--- config.mk ---
export PLATFORM = sky130hd
export DESIGN_NAME = arp_rx_multi_flat
export DESIGN_NICKNAME = d
export VERILOG_FILES = /design/src/rtl/arp_rx_multi_if.sv /design/src/rtl/arp_rx_multi.sv /design/src/flat_wrapper.sv
export SDC_FILE = /design/constraint.sdc
export NUM_CORES = 1
export LEC_CHECK = 0
export CORE_MARGIN = 3
export CORE_UTILIZATION = 60
export CTS_CLUSTER_SIZE = 20
export DETAILED_ROUTE_END_ITERATION = 16
export PLACE_DENSITY = 0.81
export SYNTH_ARGS = -nofsm -noshare
export SYNTH_HDL_FRONTEND = slang
export SYNTH_SLANG_ARGS = --single-unit
--- constraint.sdc ---
create_clock -name mac_gmii_rx_clk -period 13.43 [get_ports mac_gmii_rx_clk]
set_clock_uncertainty 0.05 [all_clocks]
set_input_delay 2.686 -clock mac_gmii_rx_clk [delete_from_list [all_inputs] [get_ports mac_gmii_rx_clk]]
set_output_delay 2.686 -clock mac_gmii_rx_clk [all_outputs]
set_load 0.05 [all_outputs]
--- src/rtl/arp_rx_multi_if.sv ---
// Event stream carrying one accepted ARP request/reply/gratuitous notice per transfer.
// A transfer happens on a clock edge where evt_valid and evt_ready are both high;
// while evt_valid is high and evt_ready low, the master holds every evt_* field steady.
interface arp_rx_multi_if;
  logic        evt_valid;
  logic        evt_ready;
  logic [1:0]  evt_oper;
  logic [47:0] evt_sha;
  logic [31:0] evt_spa;
  logic [2:0]  evt_idx;

  modport master (output evt_valid, evt_oper, evt_sha, evt_spa, evt_idx, input evt_ready);
  modport slave  (input evt_valid, evt_oper, evt_sha, evt_spa, evt_idx, output evt_ready);
endinterface

--- src/rtl/arp_rx_multi.sv ---
// GMII-side ARP receiver: parses ARP payload bytes, waits for the frame CRC verdict,
// matches against several local IPs and queues one event per accepted frame.
module arp_rx_multi #(
  parameter int NUM_IP     = 2,
  parameter int FIFO_DEPTH = 4,
  parameter int GARP_EN    = 1
) (
  input  logic                 mac_gmii_rx_clk,
  input  logic                 mac_gmii_rx_rst,
  input  logic [7:0]           mac_gmii_rxd,
  input  logic                 mac_gmii_rx_dv,
  input  logic                 mac_gmii_rx_er,
  input  logic                 eth_type_arp_valid,
  input  logic [1:0]           crc_rx_valid,
  input  logic [NUM_IP*32-1:0] local_ip,
  input  logic [47:0]          local_mac,
  arp_rx_multi_if.master       evt,
  output logic [15:0]          drop_cnt,
  output logic [3:0]           dbg_state
);
  typedef enum logic [3:0] {
    IDLE = 4'd0, HDR, OPER, SHA, SPA, THA, TPA, WAIT_CRC, COMMIT
  } state_t;

  typedef struct packed {
    logic [1:0]  oper;
    logic [47:0] sha;
    logic [31:0] spa;
    logic [2:0]  idx;
  } evt_t;

  localparam int AW = $clog2(FIFO_DEPTH);
  localparam int CW = AW + 1;

  state_t      state;
  logic [4:0]  cnt;
  logic        is_req;
  logic [47:0] sha, tha;
  logic [31:0] spa, tpa;
  logic        dv_ok, in_frame;

  assign dv_ok     = mac_gmii_rx_dv & ~mac_gmii_rx_er;
  assign in_frame  = (state == HDR) || (state == OPER) || (state == SHA) ||
                     (state == SPA) || (state == THA) || (state == TPA);
  assign dbg_state = state;

  function automatic logic [7:0] hdr_byte(input logic [4:0] i);
    case (i)
      5'd1:    return 8'h01;
      5'd2:    return 8'h08;
      5'd3:    return 8'h00;
      5'd4:    return 8'h06;
      5'd5:    return 8'h04;
      default: return 8'h00;
    endcase
  endfunction

  always_ff @(posedge mac_gmii_rx_clk) begin
    if (mac_gmii_rx_rst) begin
      state  <= IDLE;
      cnt    <= '0;
      is_req <= 1'b0;
      sha    <= '0;
      tha    <= '0;
      spa    <= '0;
      tpa    <= '0;
    end else if (in_frame && !dv_ok) begin
      state <= IDLE;
      cnt   <= '0;
    end else begin
      case (state)
        // ARP byte 0 arrives in IDLE, so it is checked here and HDR resumes at byte 1.
        IDLE: if (dv_ok && eth_type_arp_valid && mac_gmii_rxd == 8'h00) begin
          state <= HDR;
          cnt   <= 5'd1;
        end
        HDR: begin
          if (mac_gmii_rxd != hdr_byte(cnt)) state <= IDLE;
          else if (cnt == 5'd5) begin state <= OPER; cnt <= '0; end
          else cnt <= cnt + 5'd1;
        end
        OPER: begin
          if (cnt == 5'd0) begin
            if (mac_gmii_rxd != 8'h00) state <= IDLE;
            else cnt <= 5'd1;
          end else if (mac_gmii_rxd == 8'h01 || mac_gmii_rxd == 8'h02) begin
            is_req <= (mac_gmii_rxd == 8'h01);
            state  <= SHA;
            cnt    <= '0;
          end else state <= IDLE;
        end
        SHA: begin
          sha <= {sha[39:0], mac_gmii_rxd};
          if (cnt == 5'd5) begin state <= SPA; cnt <= '0; end
          else cnt <= cnt + 5'd1;
        end
        SPA: begin
          spa <= {spa[23:0], mac_gmii_rxd};
          if (cnt == 5'd3) begin state <= THA; cnt <= '0; end
          else cnt <= cnt + 5'd1;
        end
        THA: begin
          tha <= {tha[39:0], mac_gmii_rxd};
          if (cnt == 5'd5) begin state <= TPA; cnt <= '0; end
          else cnt <= cnt + 5'd1;
        end
        TPA: begin
          tpa <= {tpa[23:0], mac_gmii_rxd};
          if (cnt == 5'd3) begin state <= WAIT_CRC; cnt <= '0; end
          else cnt <= cnt + 5'd1;
        end
        WAIT_CRC: begin
          if (mac_gmii_rx_dv && mac_gmii_rx_er) state <= IDLE;
          else if (crc_rx_valid == 2'b01)      state <= COMMIT;
          else if (crc_rx_valid == 2'b10)      state <= IDLE;
        end
        default: begin
          state <= IDLE;
          cnt   <= '0;
        end
      endcase
    end
  end

  logic       hit;
  logic [2:0] hit_idx;
  logic       push;
  evt_t       push_evt;

  always_comb begin
    hit     = 1'b0;
    hit_idx = '0;
    for (int i = NUM_IP - 1; i >= 0; i--) begin
      if (tpa == local_ip[32*i +: 32]) begin
        hit     = 1'b1;
        hit_idx = 3'(i);
      end
    end
  end

  always_comb begin
    push     = 1'b0;
    push_evt = '{oper: 2'b00, sha: sha, spa: spa, idx: 3'd0};
    if (state == COMMIT) begin
      if (GARP_EN != 0 && spa == tpa) begin
        push          = 1'b1;
        push_evt.oper = 2'b11;
      end else if (hit && is_req) begin
        push          = 1'b1;
        push_evt.oper = 2'b01;
        push_evt.idx  = hit_idx;
      end else if (hit && !is_req && tha == local_mac) begin
        push          = 1'b1;
        push_evt.oper = 2'b10;
        push_evt.idx  = hit_idx;
      end
    end
  end

  // The output register is the FIFO head; mem holds the entries queued behind it.
  evt_t          mem [FIFO_DEPTH];
  logic [AW-1:0] wr_ptr, rd_ptr;
  logic [CW-1:0] mem_cnt, occ;
  logic          pop, full, push_ok, load_out, rd_mem, wr_mem;

  assign pop      = evt.evt_valid & evt.evt_ready;
  assign occ      = mem_cnt + CW'(evt.evt_valid);
  assign full     = (occ == CW'(FIFO_DEPTH));
  assign push_ok  = push & ~full;
  assign load_out = ~evt.evt_valid | pop;
  assign rd_mem   = load_out & (mem_cnt != '0);
  assign wr_mem   = push_ok & ~(load_out & (mem_cnt == '0));

  always_ff @(posedge mac_gmii_rx_clk) begin
    if (wr_mem) mem[wr_ptr] <= push_evt;
  end

  always_ff @(posedge mac_gmii_rx_clk) begin
    if (mac_gmii_rx_rst) begin
      evt.evt_valid <= 1'b0;
      evt.evt_oper  <= '0;
      evt.evt_sha   <= '0;
      evt.evt_spa   <= '0;
      evt.evt_idx   <= '0;
      wr_ptr        <= '0;
      rd_ptr        <= '0;
      mem_cnt       <= '0;
      drop_cnt      <= '0;
    end else begin
      if (load_out) begin
        if (rd_mem) begin
          {evt.evt_oper, evt.evt_sha, evt.evt_spa, evt.evt_idx} <= mem[rd_ptr];
          evt.evt_valid <= 1'b1;
        end else if (push_ok) begin
          {evt.evt_oper, evt.evt_sha, evt.evt_spa, evt.evt_idx} <= push_evt;
          evt.evt_valid <= 1'b1;
        end else begin
          evt.evt_valid <= 1'b0;
        end
      end
      if (rd_mem) rd_ptr <= rd_ptr + AW'(1);
      if (wr_mem) wr_ptr <= wr_ptr + AW'(1);
      mem_cnt <= mem_cnt + CW'(wr_mem) - CW'(rd_mem);
      if (push && full && drop_cnt != 16'hFFFF) drop_cnt <= drop_cnt + 16'd1;
    end
  end
endmodule

--- src/flat_wrapper.sv ---
// flat-port wrapper written by rule: the top's interface ports become plain ports
module arp_rx_multi_flat 
#(
  parameter int NUM_IP     = 2,
  parameter int FIFO_DEPTH = 4,
  parameter int GARP_EN    = 1
)
  (mac_gmii_rx_clk, mac_gmii_rx_rst, mac_gmii_rxd, mac_gmii_rx_dv, mac_gmii_rx_er, eth_type_arp_valid, crc_rx_valid, local_ip, local_mac, drop_cnt, dbg_state, evt_evt_valid, evt_evt_oper, evt_evt_sha, evt_evt_spa, evt_evt_idx, evt_evt_ready);
  arp_rx_multi_if evt_i ();
  input  logic mac_gmii_rx_clk;
  input  logic mac_gmii_rx_rst;
  input  logic [7:0] mac_gmii_rxd;
  input  logic mac_gmii_rx_dv;
  input  logic mac_gmii_rx_er;
  input  logic eth_type_arp_valid;
  input  logic [1:0] crc_rx_valid;
  input  logic [NUM_IP*32-1:0] local_ip;
  input  logic [47:0] local_mac;
  output logic [15:0] drop_cnt;
  output logic [3:0] dbg_state;
  output wire logic [$bits(evt_i.evt_valid)-1:0] evt_evt_valid;
  output wire logic [$bits(evt_i.evt_oper)-1:0] evt_evt_oper;
  output wire logic [$bits(evt_i.evt_sha)-1:0] evt_evt_sha;
  output wire logic [$bits(evt_i.evt_spa)-1:0] evt_evt_spa;
  output wire logic [$bits(evt_i.evt_idx)-1:0] evt_evt_idx;
  input wire logic [$bits(evt_i.evt_ready)-1:0] evt_evt_ready;
  assign evt_evt_valid = evt_i.evt_valid;
  assign evt_evt_oper = evt_i.evt_oper;
  assign evt_evt_sha = evt_i.evt_sha;
  assign evt_evt_spa = evt_i.evt_spa;
  assign evt_evt_idx = evt_i.evt_idx;
  assign evt_i.evt_ready = evt_evt_ready;
  arp_rx_multi #(.NUM_IP(NUM_IP), .FIFO_DEPTH(FIFO_DEPTH), .GARP_EN(GARP_EN)) u_core (.mac_gmii_rx_clk(mac_gmii_rx_clk), .mac_gmii_rx_rst(mac_gmii_rx_rst), .mac_gmii_rxd(mac_gmii_rxd), .mac_gmii_rx_dv(mac_gmii_rx_dv), .mac_gmii_rx_er(mac_gmii_rx_er), .eth_type_arp_valid(eth_type_arp_valid), .crc_rx_valid(crc_rx_valid), .local_ip(local_ip), .local_mac(local_mac), .evt(evt_i), .drop_cnt(drop_cnt), .dbg_state(dbg_state));
endmodule
* Word-level counts from Yosys, hierarchy flattened
Memory sizes are Yosys's and may differ from the RTL's. A register that Yosys moved wholly into a read port is not among the register bits. Cells that the tools add are included.
Cells by class: equality and inequality tests 35, order comparisons 0, bitwise logic cells 14, add/subtract/negate cells 7, reductions and logical operators 35, $mul 0, mux-type cells 56, div/mod/pow operators 0, shift-type cells 0
Operators by type and width (count):
- 32-bit == test | 3
- 48-bit two-way mux | 2
- 32-bit two-way mux | 2
- 48-bit == test | 1
- 4-bit two-way mux | 12
- 5-bit two-way mux | 7
- 4-bit case mux with 8 select lines | 1
- 5-bit case mux with 6 select lines | 1
- 8-bit two-way mux | 3
- 2-bit two-way mux | 9
- 16-bit by 1-bit adder with 16-bit output, second input constant | 1
- 4-bit by 3-bit == test with 1-bit output, second input constant | 4
- 16-bit inequality test, second input constant | 1
- 4-bit case mux with 4 select lines | 1
- 3-bit two-way mux | 5
- 1-bit two-way mux | 13
- 3-bit inequality test, second input constant | 4
- 5-bit by 2-bit == test with 1-bit output, second input constant | 2
- 5-bit by 3-bit == test with 1-bit output, second input constant | 2
- 2-bit inequality test, second input constant | 5
- 2-bit AND reduction | 5
- 1-bit logical AND | 9
- 4-bit by 2-bit == test with 1-bit output, second input constant | 2
- 8-bit by 1-bit == test with 1-bit output, second input constant | 1
- other kinds (30) | 51
Word-level totals: output and inout port bits 106, bits in writable memories 340, bits in registers 279, memories kept 1, word-level logic and storage cells 164, bits in read-only memories 0, input port bits 128, latch bits 0
Memory list:
- u_core.mem | words 4, bits a word 85, rd ports 1, clocked after memory_dff 1, wr ports 1, RTL line arp_rx_multi.sv:161 | evt_t mem [FIFO_DEPTH];

* Depth between registers and ports, before layout
Gate-level depths: netlist of run 1.
depth after elaboration 13, mapped depth 12, gate-level depth less buffers 11

* Least setup slack after synthesis of run 1
No wires, ideal clock.
kind input-to-reg, from input port local_mac[11], to memory u_core.mem[0][0] in the netlist's numbering, enable pin, buffers on the path 0, library setup time 0.451 ns, slack 6.812 ns, cell stages on the path 8, data required time 12.929 ns, data arrival time 6.118 ns, cell sequence xor2_1 -> nor4_1 -> nand4_1 -> nor4_1 -> a21o_1 -> a21oi_1 -> nor2_1 -> and2_1
Between the ends: cells in the longest elaborated chain, start to end 10
Ends and longest elaborated chain:
- start, declared | RTL line flat_wrapper.sv:18 | input logic [47:0] local_mac;
- 48-bit == test | RTL line arp_rx_multi.sv:152 | end else if (hit && !is_req && tha == local_mac) begin
- 1-bit logical AND | RTL line arp_rx_multi.sv:152
- 1-bit two-way mux | RTL line arp_rx_multi.sv:152
- 1-bit two-way mux | RTL line arp_rx_multi.sv:148 | end else if (hit && is_req) begin
- 1-bit two-way mux | RTL line arp_rx_multi.sv:145 | if (GARP_EN != 0 && spa == tpa) begin
- 1-bit two-way mux | RTL line arp_rx_multi.sv:144 | if (state == COMMIT) begin
- 1-bit AND | RTL line arp_rx_multi.sv:169 | assign push_ok = push & ~full;
- 1-bit AND | RTL line arp_rx_multi.sv:172 | assign wr_mem = push_ok & ~(load_out & (mem_cnt == '0));
- via u_core.wr_mem | RTL line arp_rx_multi.sv:164 | logic pop, full, push_ok, load_out, rd_mem, wr_mem;
- 1-bit two-way mux | RTL line arp_rx_multi.sv:175 | if (wr_mem) mem[wr_ptr] <= push_evt;
- 1-bit two-way mux (not written as such) | RTL line arp_rx_multi.sv:175
- end, declared | RTL line arp_rx_multi.sv:161
The timed path passes the listed nets, and every way through them passes these cells.

* Worst setup path after layout of run 1
from input port local_mac[44], to memory u_core.mem[0][12] in the netlist's numbering, enable pin
The elaborated chain is that of the path after synthesis.

==> key figures, run 1 <==
Worst setup path
  • Critical path peak fanout: 54
  • Crit-path cells: clkdlybuf4s50_1, xor2_1, nor4_1, nand4_1, nor4_1, a21o_1, a21oi_1, nor2_1, and2_4, buf_4
  • FF-to-FF Start: u_core.tha[39]
  • FF-to-FF setup slack: 8.78 ns
  • Worst setup path class: input pin to register
  • Top cell by count, worst path: nor4_1
  • Worst setup EP type: register
  • Critical path arrival: 6.93 ns
  • Worst r2r path cells: 9
  • Startpoint types: input pin
  • Worst path bufs/invs: 2
  • Max incr delay on CP: 0.98 ns
  • Worst reg2reg endpoint: u_core.mem[0][12]
  • Slowest CP cell: nor4_1
  • WP data required: 13.61 ns
  • Crit-path leading delay family: simple AND/OR/NAND/NOR gates

Floorplan
  • Die area: 45200 sq um
  • Cell Rows: 75
  • Initial Utilization: 60.9%
  • Chip width: 213 um
  • Core area: 42000 sq um
  • I/O pin count: 234
  • Die Ht: 213 um

Detailed routing
  • Routed wire length: 63200 um
  • Vias per cell: 6.04
  • Vias: 18300
  • DRT Pass-1 Iters: 5
  • Drt wl/cell: 20.9 um
  • DRT iter0 DRCs: 1763
  • Detail Route Antenna Nets: 0
  • DR DRC count: 0

Clocking
  • Post-cts gate resize count: 0
  • Clk sinks: 611
  • CTS tree: done
  • Clock Latency Late Sink: 0.60 ns
  • Worst-path clk slew: 0.07 ns
  • Clock root cell: clkbuf_16
  • Clock buffer count from CTS: 58
  • Post-CTS setup buffers: 0
  • Hold buffer count at CTS: 0
  • # H-tree levels: 2
  • Clock buffer depth: 3

Pwr
  • Maximum vdd drop: 158 uV
  • Static leakage: 10.1 nW
  • P per Cell Area: 191 nW/um^2
  • Pwr Total: 5.74 mW

Synth
  • Number of enable flip-flop cells after synthesis: 332
  • Post-synthesis cell area: 25600 sq um
  • Post-synthesis cell type count: 66
  • Most frequent cell after synthesis: nor2_1
  • Synth top area share: 38.9%
  • Area leader, netlist: edfxtp_1
  • Yosys reg bits: 611
  • Syn avg cell area: 11.1 sq um
  • Main synth FF type: edfxtp_1
  • Mapped Cells: 2302
  • Synth top cells by count: 355 x nor2_1, 343 x nand2_1, 332 x edfxtp_1
  • Top cells by area, synth: edfxtp_1 39%, dfxtp_1 22%, mux4_2 7.3%
  • Post-synthesis sequential area ratio: 60.7%
  • Fraction of registers with async set/reset: 0%
  • Yosys warning count: 0

Place
  • Placed insts: 2919
  • Buffers on Ports: 231
  • Pre-CTS setup slack: 6.04 ns
  • GPL Wtd Cong: 0.910
  • Final HPWL DP: 39600 um
  • Placed instance area: 28100 sq um

Timing
  • Setup Viol. Count Final: 0
  • Relative slew slack: 15.6%
  • Hold WS: 0.430 ns
  • Sum of negative setup slack: 0 ns
  • RSZ-0062 raised after global routing: false
  • Fin crit share: 50.3%
  • Slew Limit Fails: 0
  • Period minus WS final: 6.75 ns
  • Highest Clock Rate: 148 MHz
  • Hold Fails Final Rpt: 0
  • Actual slew at the worst max-slew pin: 1.26 ns
  • Final WS setup: 6.68 ns

Finish
  • Core Util, Final: 71.6%
  • Share of layout cells above drive strength 1: 8.84%
  • Nets@finish: 2583
  • Final non-filler cell total: 3027
  • Area Growth Syn to Fin: 17.6%
  • Post-layout instance area: 30100 sq um
  • Diode count: 0

Global route
  • First-pass GRT wire length: 98000 um
  • Global Route Usage Sum: 27.7%
  • Vias in the first global route: 17900
  • Antenna violations before repair: 1
  • Largest net degree at the start of global routing: 120
  • GR Overflow Total: 0

Worst hold path
  • Hold Crit Class: register to register
  • Hold Path End: u_core.tha[42]
  • Hold depth: 2
  • Worst Hold Launch: u_core.tha[42]

Flow run
  • Max-cap violation count: 0

Outcome
  • Status: finished clean
-- cell families (layout without fill, tap and decap cells) --
group	Yosys count	after routing	share of synthesized area [%]
other	1	2	0.0146
multiplexers	87	87	7.46
AND/OR/NAND/NOR	833	833	13.7
buffers and inverters	201	386	3.05
adder cells (fa/ha/maj)	15	15	0.762
AO/OA/AOI/OAI	408	408	9.27
XOR/XNOR	146	146	4.99
flip-flops	611	611	60.7
-- worst min-delay path, stage by stage (launching register included) --
cell	delay, ns
dfxtp_1	0.33
nand2_1	0.06
a21oi_1	0.05
-- flip-flops by register name, indices dropped and copies added (netlist names), named ones only --
signal / flops
u_core.cnt: 5
u_core.dbg_state: 4
u_core.drop_cnt: 16
u_core.evt.evt_idx: 1
u_core.evt.evt_oper: 2
u_core.evt.evt_sha: 48
u_core.evt.evt_spa: 32
u_core.evt.evt_valid: 1
u_core.is_req: 1
u_core.mem: 332
u_core.mem_cnt: 3
u_core.rd_ptr: 2
u_core.sha: 48
u_core.spa: 32
u_core.tha: 48
u_core.tpa: 32
u_core.wr_ptr: 2
-- worst max path at each step --
stage | slack, ns | depth (start not counted) | endpoint | startpoint
5_1_grt | 6.48 | 10 | u_core.mem[0][6] | local_mac[11]
2_1_floorplan | 6.81 | 8 | u_core.mem[0][0] | local_mac[11]
6_report | 6.68 | 10 | u_core.mem[0][12] | local_mac[44]
3_3_place_gp | 6.03 | 10 | u_core.mem[3][14] | local_mac[44]
3_5_place_dp | 6.04 | 10 | u_core.mem[0][81] | local_mac[44]
4_1_cts | 6.68 | 10 | u_core.mem[0][78] | local_mac[44]
-- layout make-up --
cell class	instances	area, sq um
clock buffers	72	1550
clock inverters	36	439
fillers	2832	11900
inverters	28	108
multi-input cells	1491	9330
flip-flops and latches	611	15600
well taps	539	674
repair buffers	250	2460
-- layer usage --
layer / vias to the layer above / track usage, % / wire [um] / share of wire [%]
met5: - / 0 / 18 / 0.029
met1: 8923 / 37.4 / 25500 / 40
met4: 2 / 8.65 / 1700 / 2.7
li1: 8407 / - / - / -
met3: 134 / 5.77 / 5170 / 8.2
met2: 805 / 45.7 / 30800 / 49
-- cells in the final DEF (no fill, tap or decap), types with 25 or more instances in the layout --
cell               n
mux4_2            83
xnor2_1           76
inv_1             27
clkdlybuf4s50_1  230
clkbuf_16         59
xor2_1            70
nand4_1           25
a21oi_1          267
nor2_1           355
nand2_1          343
dfxtp_1          277
edfxtp_1         332
a211oi_1          84
-- where the power goes --
group,internal (mW),leakage (nW),switching (mW)
logic,0.671,3.86,1.17
registers,2.08,5.27,0.116
clock network,1.01,0.967,0.691
total,3.76,10.1,1.98
Power figures use the tool's default switching activity.
==> run 2: changes to the inputs <==
--- a/config.mk
+++ b/config.mk
@@ -6,10 +6,10 @@
 export NUM_CORES = 1
 export LEC_CHECK = 0
 export CORE_MARGIN = 3
-export CORE_UTILIZATION = 60
+export CORE_UTILIZATION = 52
 export CTS_CLUSTER_SIZE = 20
 export DETAILED_ROUTE_END_ITERATION = 16
-export PLACE_DENSITY = 0.81
+export PLACE_DENSITY = 0.74
 export SYNTH_ARGS = -nofsm -noshare
 export SYNTH_HDL_FRONTEND = slang
 export SYNTH_SLANG_ARGS = --single-unit
==> constraint.sdc (replaced) <==
create_clock -name mac_gmii_rx_clk -period 5.5 [get_ports mac_gmii_rx_clk]
set_clock_uncertainty 0.05 [all_clocks]
set_input_delay 1.1 -clock mac_gmii_rx_clk [delete_from_list [all_inputs] [get_ports mac_gmii_rx_clk]]
set_output_delay 1.1 -clock mac_gmii_rx_clk [all_outputs]
set_load 0.05 [all_outputs]
==> key figures, run 2 (synthesized netlist as in run 1, its figures left out) <==
Outcome
  • Status: finished clean

Worst setup path
  • Slowest CP cell: o21ai_1
  • FF-to-FF Start: u_core.tpa[8]
  • Max incr delay on CP: 0.55 ns (-0.43 ns)
  • Worst r2r path cells: 8 (-1)
  • Worst setup path endpoint: u_core.mem[0][13]
  • Worst setup EP type: register
  • Critical path arrival: 4.51 ns (-2.42 ns)
  • Worst reg2reg endpoint: u_core.mem[0][13]
  • Crit-path leading delay family: simple AND/OR/NAND/NOR gates
  • WP data required: 5.73 ns (-7.88 ns)
  • Crit-path cells: clkdlybuf4s50_1, xor2_1, nor4_1, nand4_1, o21ai_1, a21oi_1, nor2_1, and2_4, buf_4
  • FF-to-FF setup slack: 1.59 ns (-7.19 ns)
  • Worst path bufs/invs: 2 (unchanged)
  • Critical path peak fanout: 23 (-57%)
  • Worst setup path class: input pin to register
  • Number of cells on the critical path: 9 (-1)
  • Beginning of the critical path: local_ip[57]
  • Startpoint types: input pin

Floorplan
  • Initial Utilization: 53.1% (-7.8 points)
  • Chip width: 228 um (+7.2%)
  • Cell Rows: 80 (+6.7%)
  • Die Ht: 228 um (+7.2%)
  • Core area: 48200 sq um (+15%)
  • I/O pin count: 234 (unchanged)
  • Die area: 52000 sq um (+15%)

Detailed routing
  • Vias: 18100 (-1.1%)
  • Detail Route Antenna Nets: 0 (unchanged)
  • DRT Pass-1 Iters: 5 (unchanged)
  • Vias per cell: 5.72 (-5.2%)
  • DRT iter0 DRCs: 1695 (-3.9%)
  • Routed wire length: 63900 um (+1.2%)
  • Drt wl/cell: 20.3 um (-2.9%)
  • DR DRC count: 0 (unchanged)

Timing
  • Hold Fails Final Rpt: 0 (unchanged)
  • Slew Limit Fails: 0 (unchanged)
  • Sum of negative setup slack: 0 ns (unchanged)
  • Final WS setup: 1.23 ns (-5.46 ns)
  • Relative slew slack: 25.9% (+10 points)
  • Fin crit share: 77.7%
  • Period minus WS final: 4.27 ns
  • RSZ-0062 raised after global routing: false
  • Actual slew at the worst max-slew pin: 1.11 ns (-0.151 ns)
  • Highest Clock Rate: 234 MHz
  • Setup Viol. Count Final: 0 (unchanged)

Clocking
  • Clock Latency Late Sink: 0.61 ns (about the same)
  • Clk sinks: 611 (unchanged)
  • Worst-path clk slew: 0.06 ns (about the same)
  • Clock buffer depth: 3 (unchanged)
  • Clock root cell: clkbuf_16
  • Post-CTS setup buffers: 0 (unchanged)
  • CTS tree: done
  • # H-tree levels: 2 (unchanged)
  • Clock buffer count from CTS: 59 (+1.7%)
  • Hold buffer count at CTS: 0 (unchanged)
  • Post-cts gate resize count: 0 (unchanged)

Finish
  • Largest Register: u_core.mem
  • Final non-filler cell total: 3156 (+4.3%)
  • Most frequent cells in the layout: 355 x nor2_1, 343 x nand2_1, 332 x edfxtp_1, 277 x dfxtp_1, 267 x a21oi_1
  • Area Growth Syn to Fin: 19.2%
  • Most common cell after layout, fill and taps aside: nor2_1
  • Nets@finish: 2593 (+0.39%)
  • Max reg flops: 332 (unchanged)
  • Core Util, Final: 63.3% (-8.4 points)
  • Diode count: 0 (unchanged)
  • Fillers: 3708 (+31%)
  • Share of layout cells above drive strength 1: 9.68% (+0.84 points)

Place
  • Buffers on Ports: 231 (unchanged)
  • Placed insts: 3045 (+4.3%)
  • GPL Wtd Cong: 0.899 (-1.2%)
  • Pre-CTS setup slack: 0.669 ns (-5.37 ns)
  • Final HPWL DP: 40900 um (+3.4%)

Global route
  • Antenna violations before repair: 0 (-1)
  • Global Route Usage Sum: 24.2% (-3.5 points)
  • First-pass GRT wire length: 101000 um (+2.7%)
  • GR Overflow Total: 0 (unchanged)
  • Vias in the first global route: 18000 (+0.88%)
  • Largest net degree at the start of global routing: 166 (+38%)

Pwr
  • Static leakage: 10.2 nW (+1.2%)
  • P per Cell Area: 463 nW/um^2 (+140%)
  • Maximum vdd drop: 305 uV (+93%)
  • Pwr Total: 14.1 mW (+150%)

Flow run
  • Max-cap violation count: 0 (unchanged)

Worst hold path
  • Hold Crit Class: register to register
run 2: worst min path at each step:
stage	depth (start not counted)	slack [ns]	start	to
final	2	0.42	u_core.tha[46]	u_core.tha[46]
after global routing	2	0.45	u_core.tha[40]	u_core.tha[40]
after CTS	2	0.42	u_core.tha[40]	u_core.tha[40]
after detailed placement	2	0.41	u_core.tha[40]	u_core.tha[40]
after global placement	2	0.40	u_core.tha[40]	u_core.tha[40]
after floorplan	2	0.39	u_core.tha[40]	u_core.tha[40]
run 2: per-stage QoR:
stage | instance area (sq um) | hold slack, ns
6_report | 30500 | 0.420
5_1_grt | 30500 | 0.451
4_1_cts | 30500 | 0.423
3_5_place_dp | 28500 | 0.411
3_3_place_gp | 28500 | 0.401
2_1_floorplan | 25600 | 0.386
run 2: area by class of cell:
| class | count | area, sq um | area share (%) |
|---|---|---|---|
| multi-input cells | 1491 | 9330 | 30.5 |
| well taps | 656 | 821 | 2.69 |
| repair buffers | 259 | 2650 | 8.68 |
| clock buffers | 71 | 1640 | 5.36 |
| clock inverters | 40 | 427 | 1.40 |
| flip-flops and latches | 611 | 15600 | 51.0 |
| inverters | 28 | 108 | 0.352 |
run 2: power breakdown:
group / switching (mW) / total (mW) / internal [mW]
clock: 1.74 / 4.24 / 2.50
sequential: 0.308 / 5.39 / 5.08
combinational: 2.86 / 4.51 / 1.65
total: 4.91 / 14.1 / 9.23
run 2: worst register-to-register path, stage by stage (launching register included):
cell     delay, ns
dfxtp_1       0.60
xor2_1        0.15
nor4_1        0.42
nand4_1       0.18
o21ai_1       0.55
a21oi_1       0.36
nor2_1        0.44
and2_4        0.48
buf_4         0.34
run 2: metal layers:
layer  routed length, um  track usage, %
met1               26700            32.7
met2               30300            39.5
met3                4710            4.58
met4                2240            8.46
met5                   0               0
